[config.mk]
export PLATFORM = sky130hd
export DESIGN_NAME = trigger_conditioner_flat
export DESIGN_NICKNAME = d
export VERILOG_FILES = /design/src/rtl/trigger_conditioner_if.sv /design/src/rtl/trigger_conditioner.sv /design/src/flat_wrapper.sv
export SDC_FILE = /design/constraint.sdc
export NUM_CORES = 1
export LEC_CHECK = 0
export CORE_UTILIZATION = 50
export DETAILED_ROUTE_END_ITERATION = 8
export HOLD_SLACK_MARGIN = 0.06
export PLACE_DENSITY = 0.68
export SLEW_MARGIN = 20
export SYNTH_ARGS = -nofsm -noshare
export SYNTH_HDL_FRONTEND = slang
export SYNTH_SLANG_ARGS = --single-unit
[constraint.sdc]
create_clock -name clk -period 2.11 [get_ports clk]
set_input_delay 0.211 -clock clk [delete_from_list [all_inputs] [get_ports clk]]
set_output_delay 0.211 -clock clk [all_outputs]
set_load 0.05 [all_outputs]
[src/rtl/trigger_conditioner_if.sv]
// Button-side signal bundle for the trigger conditioner: raw push-button levels in,
// debounced levels and one-cycle press pulses out.
`timescale 1ns/1ps
interface trigger_conditioner_if;
  logic btn_start_raw;
  logic btn_user_raw;
  logic start_trigger;
  logic user_trigger;
  logic start_level;
  logic user_level;

  modport master (
    output btn_start_raw,
    output btn_user_raw,
    input  start_trigger,
    input  user_trigger,
    input  start_level,
    input  user_level
  );

  modport slave (
    input  btn_start_raw,
    input  btn_user_raw,
    output start_trigger,
    output user_trigger,
    output start_level,
    output user_level
  );
endinterface

[src/rtl/trigger_conditioner.sv]
// Two independent button channels: synchronizer chain, stability-counter debounce,
// and a one-cycle pulse on each debounced 0->1 transition.
`timescale 1ns/1ps
module trigger_conditioner #(
  parameter int DEBOUNCE_CYCLES = 500,
  parameter int SYNC_STAGES     = 2,
  parameter int CNT_W           = 16
) (
  input logic                  clk,
  input logic                  rst,
  trigger_conditioner_if.slave bus
);

  localparam logic [CNT_W-1:0] CNT_LAST = CNT_W'(DEBOUNCE_CYCLES - 1);
  localparam int               CH_START = 0;
  localparam int               CH_USER  = 1;

  logic [1:0]                  raw;
  logic [1:0][SYNC_STAGES-1:0] sync_q;
  logic [1:0][CNT_W-1:0]       cnt_q;
  logic [1:0]                  level_q;
  logic [1:0]                  trig_q;

  assign raw[CH_START] = bus.btn_start_raw;
  assign raw[CH_USER]  = bus.btn_user_raw;

  // Level only flips after s has disagreed with it for DEBOUNCE_CYCLES straight edges;
  // the pulse fires on that same edge when the new level is 1.
  always_ff @(posedge clk) begin
    if (rst) begin
      sync_q  <= '0;
      cnt_q   <= '0;
      level_q <= '0;
      trig_q  <= '0;
    end else begin
      for (int ch = 0; ch < 2; ch++) begin
        sync_q[ch] <= {sync_q[ch][SYNC_STAGES-2:0], raw[ch]};
        trig_q[ch] <= 1'b0;
        if (sync_q[ch][SYNC_STAGES-1] == level_q[ch]) begin
          cnt_q[ch] <= '0;
        end else if (cnt_q[ch] == CNT_LAST) begin
          level_q[ch] <= sync_q[ch][SYNC_STAGES-1];
          trig_q[ch]  <= sync_q[ch][SYNC_STAGES-1];
          cnt_q[ch]   <= '0;
        end else begin
          cnt_q[ch] <= cnt_q[ch] + 1'b1;
        end
      end
    end
  end

  assign bus.start_trigger = trig_q[CH_START];
  assign bus.user_trigger  = trig_q[CH_USER];
  assign bus.start_level   = level_q[CH_START];
  assign bus.user_level    = level_q[CH_USER];

endmodule

[src/flat_wrapper.sv]
// flat-port wrapper written by rule: the top's interface ports become plain ports
module trigger_conditioner_flat 
#(
  parameter int DEBOUNCE_CYCLES = 500,
  parameter int SYNC_STAGES     = 2,
  parameter int CNT_W           = 16
)
  (clk, rst, bus_btn_start_raw, bus_btn_user_raw, bus_start_trigger, bus_user_trigger, bus_start_level, bus_user_level);
  trigger_conditioner_if bus_i ();
  input logic clk;
  input logic rst;
  input wire logic [$bits(bus_i.btn_start_raw)-1:0] bus_btn_start_raw;
  input wire logic [$bits(bus_i.btn_user_raw)-1:0] bus_btn_user_raw;
  output wire logic [$bits(bus_i.start_trigger)-1:0] bus_start_trigger;
  output wire logic [$bits(bus_i.user_trigger)-1:0] bus_user_trigger;
  output wire logic [$bits(bus_i.start_level)-1:0] bus_start_level;
  output wire logic [$bits(bus_i.user_level)-1:0] bus_user_level;
  assign bus_i.btn_start_raw = bus_btn_start_raw;
  assign bus_i.btn_user_raw = bus_btn_user_raw;
  assign bus_start_trigger = bus_i.start_trigger;
  assign bus_user_trigger = bus_i.user_trigger;
  assign bus_start_level = bus_i.start_level;
  assign bus_user_level = bus_i.user_level;
  trigger_conditioner #(.DEBOUNCE_CYCLES(DEBOUNCE_CYCLES), .SYNC_STAGES(SYNC_STAGES), .CNT_W(CNT_W)) u_core (.clk(clk), .rst(rst), .bus(bus_i));
endmodule
# ---- Word-level counts from Yosys, hierarchy flattened
# Cells that the tools add are included.
dict set report totals {
  ff_bits 40
  input_bits 4
  mem_count 0
  ramBits 0
  out_inout_bits 4
  latch_bits 0
  mem_bits_ro 0
  wordCells 24
}
dict set report op_classes {
  n_bitwise 4
  n_reduce_logical 6
  n_mul 0
  order_cmp 0
  muxes 0
  n_addsub 2
  eq_ne 4
  div_mod_pow 0
  shift 0
}
# cell n
set op_table {}
lappend op_table {{16-bit by 1-bit adder with 16-bit output (second input constant)} 2}
lappend op_table {{16-bit by 9-bit equality test with 1-bit output (second input constant)} 2}
lappend op_table {{3-bit OR reduction} 4}
lappend op_table {{1-bit NOT} 4}
lappend op_table {{2-bit AND reduction} 2}
lappend op_table {{1-bit equality test} 2}

# ---- Logic depth before layout (Yosys ltp)
# Gate-level depths: netlist of run 1.
dict set report depth {
  depth_word 3
  mapped_depth 7
  mapped_depth_nobuf 5
}

# ---- Worst setup path before layout of run 1
# Ideal clock, no wire load.
dict set report synth_timing {
  path_type {register to register}
  from {reg u_core.cnt_q[13] (netlist bit)}
  to {reg u_core.cnt_q[15] (netlist bit)}
  required_ns 1.995
  path_stages_with_launch 7
  period_less_slack_ns 1.679
  slack_ns 0.431
  arrival_ns 1.564
  setup_time_ns 0.115
  n_path_buf 2
  path_cell_list {dfxtp_1 or4_4 nor4_4 or3_1 buf_4 buf_6 nor2_1}
}
dict set report synth_between {
  elab_chain_len 2
  elab_cells_between_ends 3
  classes_between {add/sub: 1; eq/ne: 1; reduce/logical: 1}
}
# item line
set synth_lines {}
lappend synth_lines {{start: declaration} trigger_conditioner.sv:20} ;# logic [1:0][CNT_W-1:0] cnt_q;
lappend synth_lines {{start signal: indexed assignment} trigger_conditioner.sv:46} ;# cnt_q[ch] <= cnt_q[ch] + 1'b1;
lappend synth_lines {{branches (longest 2 deep; another with 16-bit by 1-bit adder with 16-bit output)} -}
# Several ways; the timed one is not identified.
# A chain may end at the register's enable or synchronous reset.

# ---- Final worst setup path of run 1
dict set report layout_timing {
  from {reg u_core.cnt_q[18] (netlist bit)}
  to {reg u_core.cnt_q[19] (netlist bit)}
}
# The elaborated chain is that of the path after synthesis.

==> impl_results.md, run 1 <==
- Fin crit share: 85.5%
- Core area: 3130 sq um
- Hold Crit Depth: 2
- Main flop type after synthesis: dfxtp_1
- R2R cell count: 4
- Final wirelength: 2950 microns
- Final antenna-violating net count: 0
- Critical Path RT: 2350 ps
- Ports: 8
- # resized after CTS: 0
- RePlAce Congestion: about 0.84
- Min-delay worst type: in2reg
- Die width: 60.2 microns
- Post-synthesis instance area: 1690 sq um
- DRC viols: 0
- Commonest cells post-synth: dfxtp_1 (40), nor2_1 (38), xnor2_1 (25), nor4_1 (11), nand3_1 (10)
- Initial antenna violation count: 0
- Worst vdd ir: 0.000372 V
- Vias: 1281
- All-layer global routing usage: 20.0%
- Placed Cells: 234
- Yosys warnings: 0
- Worst-Margin Slew: 490 ps
- Share of the synthesized area in the top cell type: ~47%
- Synth top area cells: dfxtp_1 (47%), xnor2_1 (13%), nor2_1 (8.4%)
- Inserted Clock Buffers: 5
- Final min period: 1800 ps
- Post-CTS Setup Inserts: 0
- Top-count cell post-synth: dfxtp_1
- Die area: 3620 sq um
- Largest delay share family, worst path: simple AND/OR/NAND/NOR gates
- WHS: roughly 430 ps
- Max Transition Viols Final: 0
- Post-synthesis sequential area ratio: a little under half
- CP Launch Type: register
- Crit path DAT: around 2000 ps
- Bufs and invs on worst path: 0
- Post-Syn Nets: 191
- Async S/R FF share, synth: 0%
- Critical path class: reg2reg
- Avg Cell Area, Syn: just over 9 sq um
- Post-Synthesis Cells: 185
- Slew headroom: 67.2%
- # fillers: 268
- Routed length per instance: ~12 microns
- Clk Latency, worst-skew pair: 340 ps
- Final Hold Fails: 0
- First-pass GRT wire length: around 5300 microns
- RSZ-0062 raised after global routing: false
- Power density over cell area: between 700 and 800 nW/um^2
- Synth unique cells: 27
- CP max-delay cell: or4_1
- Post-layout instance area: 1890 sq um
- Critical path fanouts, max: 16
- Area growth syn-to-layout: 11.9%
- Starting Density: 54.1%
- Crit path from: u_core.cnt_q[18]
- Maxcap violations: 0
- DP Wirelength: roughly 2100 microns
- Largest net degree at the start of global routing: 17
- Critical path depth: 4
- Leading area contributor after synthesis: dfxtp_1
- Row Count: 20
- Max Fclk: 0.554 GHz
- Post-DR vias/cell: between 5 and 6
- Crit-path cells: or4_1 -> nor4_2 -> a211o_2 -> nor2_1
- Share of cells above drive strength 1: 7.58%
- Final nets: 203
- P_leak: 0.561 nW
- Worst setup EP type: register
- Hold buffer count at CTS: 0
- Final design utilization: 60.6%
- Post-route setup TNS: 0 ps
- Cell Count, Final, Fillers Out: 242
- Flops & latches, synth: 40
- Status: finished, final reports clean
- Sink Count: 40
- Worst reg2reg startpoint: u_core.cnt_q[18]
- Clock Path Buffers: 2
- H-tree level count: 2
- Setup Skew: 8.37 ps
- Clock transition at the registers of the reported paths: 120 ps
- Port bufs: 7
- Finish-stage setup viols: 0
- Diode count: 0
- Hold Crit Start: bus_btn_user_raw
- CTS tree: yes
- Gr ovfl total: 0
- First-pass DRT Iterations: 4
- Iter 0 DRT Violations: 61
- Post-synth EDFFs: 0
- Number of global-route vias before repair: 1243
- Crit path largest cell delay: 550 ps
- Clock root buffer master: clkbuf_4
- Chip Height: about 60 microns
- Placed instance area: 1800 sq um
[power breakdown]
| part | leakage, nW | internal [mW] | switching, mW |
|---|---|---|---|
| Clock | 0.0515 | 0.315 | 0.240 |
| Sequential | 0.323 | 0.759 | 0.00296 |
| Combinational | 0.186 | 0.0116 | 0.0103 |
[final cells by class]
cell class / instances / area [sq um] / share of cell area, %
clock inverter: 1 / 30.0 / 1.59
inverter: 7 / 26.3 / 1.39
sequential: 40 / 801 / 42.3
multi-input combinational: 134 / 832 / 43.9
tap: 44 / 55.1 / 2.91
clock buffer: 7 / 65.1 / 3.43
timing repair buffer: 9 / 85.1 / 4.49
[state kept, by name, indices dropped and copies added (netlist names)]
register,cells
u_core.trig_q,2
u_core.level_q,2
u_core.cnt_q,32
u_core.sync_q,4
[path summary, 6_finish.rpt]
check	end	slack, ps
hold / removal	u_core.sync_q[2]	430
setup reg to reg	u_core.cnt_q[19]	310
setup / recovery	u_core.cnt_q[19]	310
hold reg to reg	u_core.sync_q[1]	460
[logic make-up (layout without fill, tap and decap cells)]
logic type	count (synthesis)	after routing	synth area share (%)
flops	40	40	47.3
simple gates	99	99	30.4
mux	2	2	1.18
compound gates	1	1	0.591
xor+xnor	30	30	15.5
fa+ha+maj	2	2	1.48
buf+inv	11	24	3.55
[cells in the final DEF, fill, tap and decap left out]
| cell type | n |
|---|---|
| xor2_1 | 5 |
| clkdlybuf4s50_1 | 7 |
| nor2b_1 | 4 |
| nor4_2 | 1 |
| or2_2 | 1 |
| nor3_1 | 8 |
| nand2b_1 | 2 |
| ha_1 | 2 |
| nand4_1 | 7 |
| buf_4 | 2 |
| and4_1 | 1 |
| nand4bb_1 | 1 |
| nand3_1 | 10 |
| or3_1 | 2 |
| nand2_1 | 9 |
| xnor2_1 | 25 |
| clkbuf_8 | 2 |
| and3_1 | 1 |
| nor4_1 | 11 |
| nor4_4 | 1 |
| bufinv_16 | 1 |
| inv_1 | 7 |
| or4_4 | 1 |
| nor2_1 | 38 |
| or4_1 | 1 |
| clkbuf_4 | 5 |
| mux2i_1 | 2 |
| dfxtp_1 | 40 |
| a211o_2 | 1 |
[through the flow]
stage | power, mW | worst slack, ps
floorplan | 0.793 | 431
global placement | 0.801 | 405
detailed placement | 0.802 | 315
CTS | 1.36 | 303
global route | 1.39 | 179
finish | 1.34 | 305
[metal layers]
layer | vias up | wire, microns | GRT usage (%)
met5 | - | 0 | 0
met4 | 0 | 44 | 9.30
li1 | 651 | - | -
met1 | 605 | 1460 | 25.0
met2 | 20 | 1350 | 32.0
met3 | 5 | 97 | 5.19
Note: power is estimated with default switching activity, not from simulation.
==> run 2: changes to the inputs <==
Settings changed: PLACE_DENSITY 0.68 to 0.71.
Clock period 2.11 ns to 1.46 ns, I/O delays scaled along.
==> impl_results.md, run 2 (same netlist as run 1, synthesis figures left out) <==
- DP Wirelength: 2510 microns (+21%)
- Inserted Clock Buffers: 5 (unchanged)
- RePlAce Congestion: 0.754 (-9.7%)
- Crit path from: u_core.cnt_q[19]
- P_leak: 0.714 nW (+27%)
- Final nets: 235 (+16%)
- Max Transition Viols Final: 0 (unchanged)
- Ports: 8 (unchanged)
- Largest net degree at the start of global routing: 12 (-5)
- All-layer global routing usage: 24.2% (+4.1 points)
- R2r setup slk: -210 ps (-520 ps)
- Post-route setup TNS: -4700 ps (-4700 ps)
- Grt peak-use layer: met2
- Largest Register: u_core.cnt_q
- Grt met3 use: 8.44% (+3.2 points)
- Chip Height: 60.2 microns (unchanged)
- Maxcap violations: 0 (unchanged)
- RSZ-0062 raised after global routing: true
- H-tree level count: 2 (unchanged)
- Sink Count: 40 (unchanged)
- Post-DR vias/cell: 5.35 (+1.1%)
- Setup slack after layout: -214 ps (-519 ps)
- Number of flip-flops in the largest register: 32 (unchanged)
- Clock Path Buffers: 2 (unchanged)
- Final min period: 1670 ps (-131 ps)
- Power density over cell area: 766 nW/um^2 (+8.3%)
- Final antenna-violating net count: 0 (unchanged)
- Gr ovfl total: 0 (unchanged)
- Failing checks: negative setup slack
- Vias: 1466 (+14%)
- Max Fclk: 0.597 GHz (+7.8%)
- Top flop regs: u_core.cnt_q (32), u_core.sync_q (4)
- Core area: 3130 sq um (unchanged)
- Commonest cells after routing, fill and taps aside: dfxtp_1 (36), buf_4 (35), xnor2_1 (24)
- Critical path class: reg2reg
- Final Hold Fails: 0 (unchanged)
- R2R cell count: 4 (unchanged)
- Clock root buffer master: clkbuf_4
- Clk Latency, worst-skew pair: 340 ps (about the same)
- First-pass GRT wire length: 6310 microns (+19%)
- CP max-delay cell: or4_4
- Setup Skew: 4.23 ps (-4.14 ps)
- Worst-Margin Slew: 519 ps (+29.4 ps)
- WHS: 360 ps (-73.7 ps)
- Row Count: 20 (unchanged)
- Critical path fanouts, max: 8 (-8)
- Worst vdd ir: 0.000576 V (+55%)
- Area growth syn-to-layout: 32.7%
- Crit path largest cell delay: 540 ps (about the same)
- Starting Density: 54.1% (unchanged)
- Die area: 3620 sq um (unchanged)
- Met1 usage: 27.5% (+2.5 points)
- CP Launch Type: register
- Crit path to: u_core.cnt_q[21]
- Crit-path cells: or4_4 -> nor4_4 -> a211o_4 -> nor2_1
- Routed length per instance: 13.9 microns (+14%)
- Critical Path RT: 1700 ps (-650 ps)
- Diode count: 0 (unchanged)
- Die width: 60.2 microns (unchanged)
- Fin crit share: 115% (+29 points)
- Crit path DAT: 1910 ps (-130 ps)
- Hold Crit Depth: 2 (unchanged)
- CTS tree: yes
- Final wirelength: 3810 microns (+29%)
- Dpl ws: -277 ps (-592 ps)
- Initial antenna violation count: 0 (unchanged)
- # fillers: 230 (-14%)
- Leading cell type in the layout, fill and taps excluded: dfxtp_1
- Worst reg2reg startpoint: u_core.cnt_q[19]
- Share of cells above drive strength 1: 34.3% (+27 points)
- First-pass DRT Iterations: 4 (unchanged)
- Min-delay worst type: in2reg
- Number of global-route vias before repair: 1440 (+16%)
- Worst setup EP type: register
- Iter 0 DRT Violations: 85 (+39%)
- Port bufs: 7 (unchanged)
- Status: complete, but fails checks
- Met2 track demand over resource: 41.4% (+9.4 points)
- Clock transition at the registers of the reported paths: 110 ps (about the same)
- RR Endpoint: u_core.cnt_q[21]
- Hold buffer count at CTS: 0 (unchanged)
- Finish-stage setup viols: 35 (+35)
- Slew headroom: 65.1% (-2.1 points)
- DRC viols: 0 (unchanged)
run 2: critical path, delay by kind of cell, from the launching register on:
| family | cells | cell delay, ps |
|---|---|---|
| flip-flops | 1 | 340 |
| AO/OA/AOI/OAI | 1 | 270 |
| AND/OR/NAND/NOR | 3 | 960 |
run 2: final cells by class:
class	count	area [sq um]	area share [%]
multi-input cells	136	987	44.0
flip-flops and latches	40	806	35.9
repair buffers	39	313	13.9
clock buffers	8	58.8	2.62
well taps	44	55.1	2.45
inverters	7	26.3	1.17
run 2: worst min-delay path by stage:
stage	slack (ps)	end	from
2_1_floorplan	270	u_core.sync_q[0]	bus_btn_start_raw
4_1_cts	350	u_core.sync_q[2]	bus_btn_user_raw
3_5_place_dp	450	u_core.sync_q[1]	u_core.sync_q[0]
6_report	360	u_core.sync_q[2]	bus_btn_user_raw
3_3_place_gp	430	u_core.sync_q[1]	u_core.sync_q[0]
5_1_grt	330	u_core.sync_q[2]	bus_btn_user_raw
run 2: metal layers:
| layer | up-vias | wire length [microns] | share of wire (%) |
|---|---|---|---|
| met5 | - | 0 | 0 |
| met4 | 0 | 85 | 2.2 |
| met3 | 10 | 156 | 4.1 |
| met2 | 33 | 1950 | 51 |
| met1 | 704 | 1620 | 42 |
| li1 | 719 | - | - |
run 2: timing repair:
item,4_1_cts,5_1_grt
gates cloned,2,0
endpoints found under the setup margin,35,36
pin swaps,19,12
resized for setup,13,21
buffers inserted,0,1
run 2: metrics by stage:
step	cells	utilization [%]	power, mW	cell area (sq um)
2_1_floorplan	185	-	1.15	1700
3_3_place_gp	264	65.3	1.16	2040
3_5_place_dp	264	65.3	1.16	2040
4_1_cts	273	68.8	1.74	2150
5_1_grt	274	71.8	1.80	2250
6_report	274	71.8	1.72	2250
run 2: power breakdown:
| group | leakage, nW | total (mW) | switching (mW) | internal, mW |
|---|---|---|---|---|
| clock | 0.0326 | 0.573 | 0.335 | 0.238 |
| sequential | 0.325 | 1.10 | 0.00376 | 1.10 |
| combinational | 0.356 | 0.0462 | 0.0243 | 0.0219 |
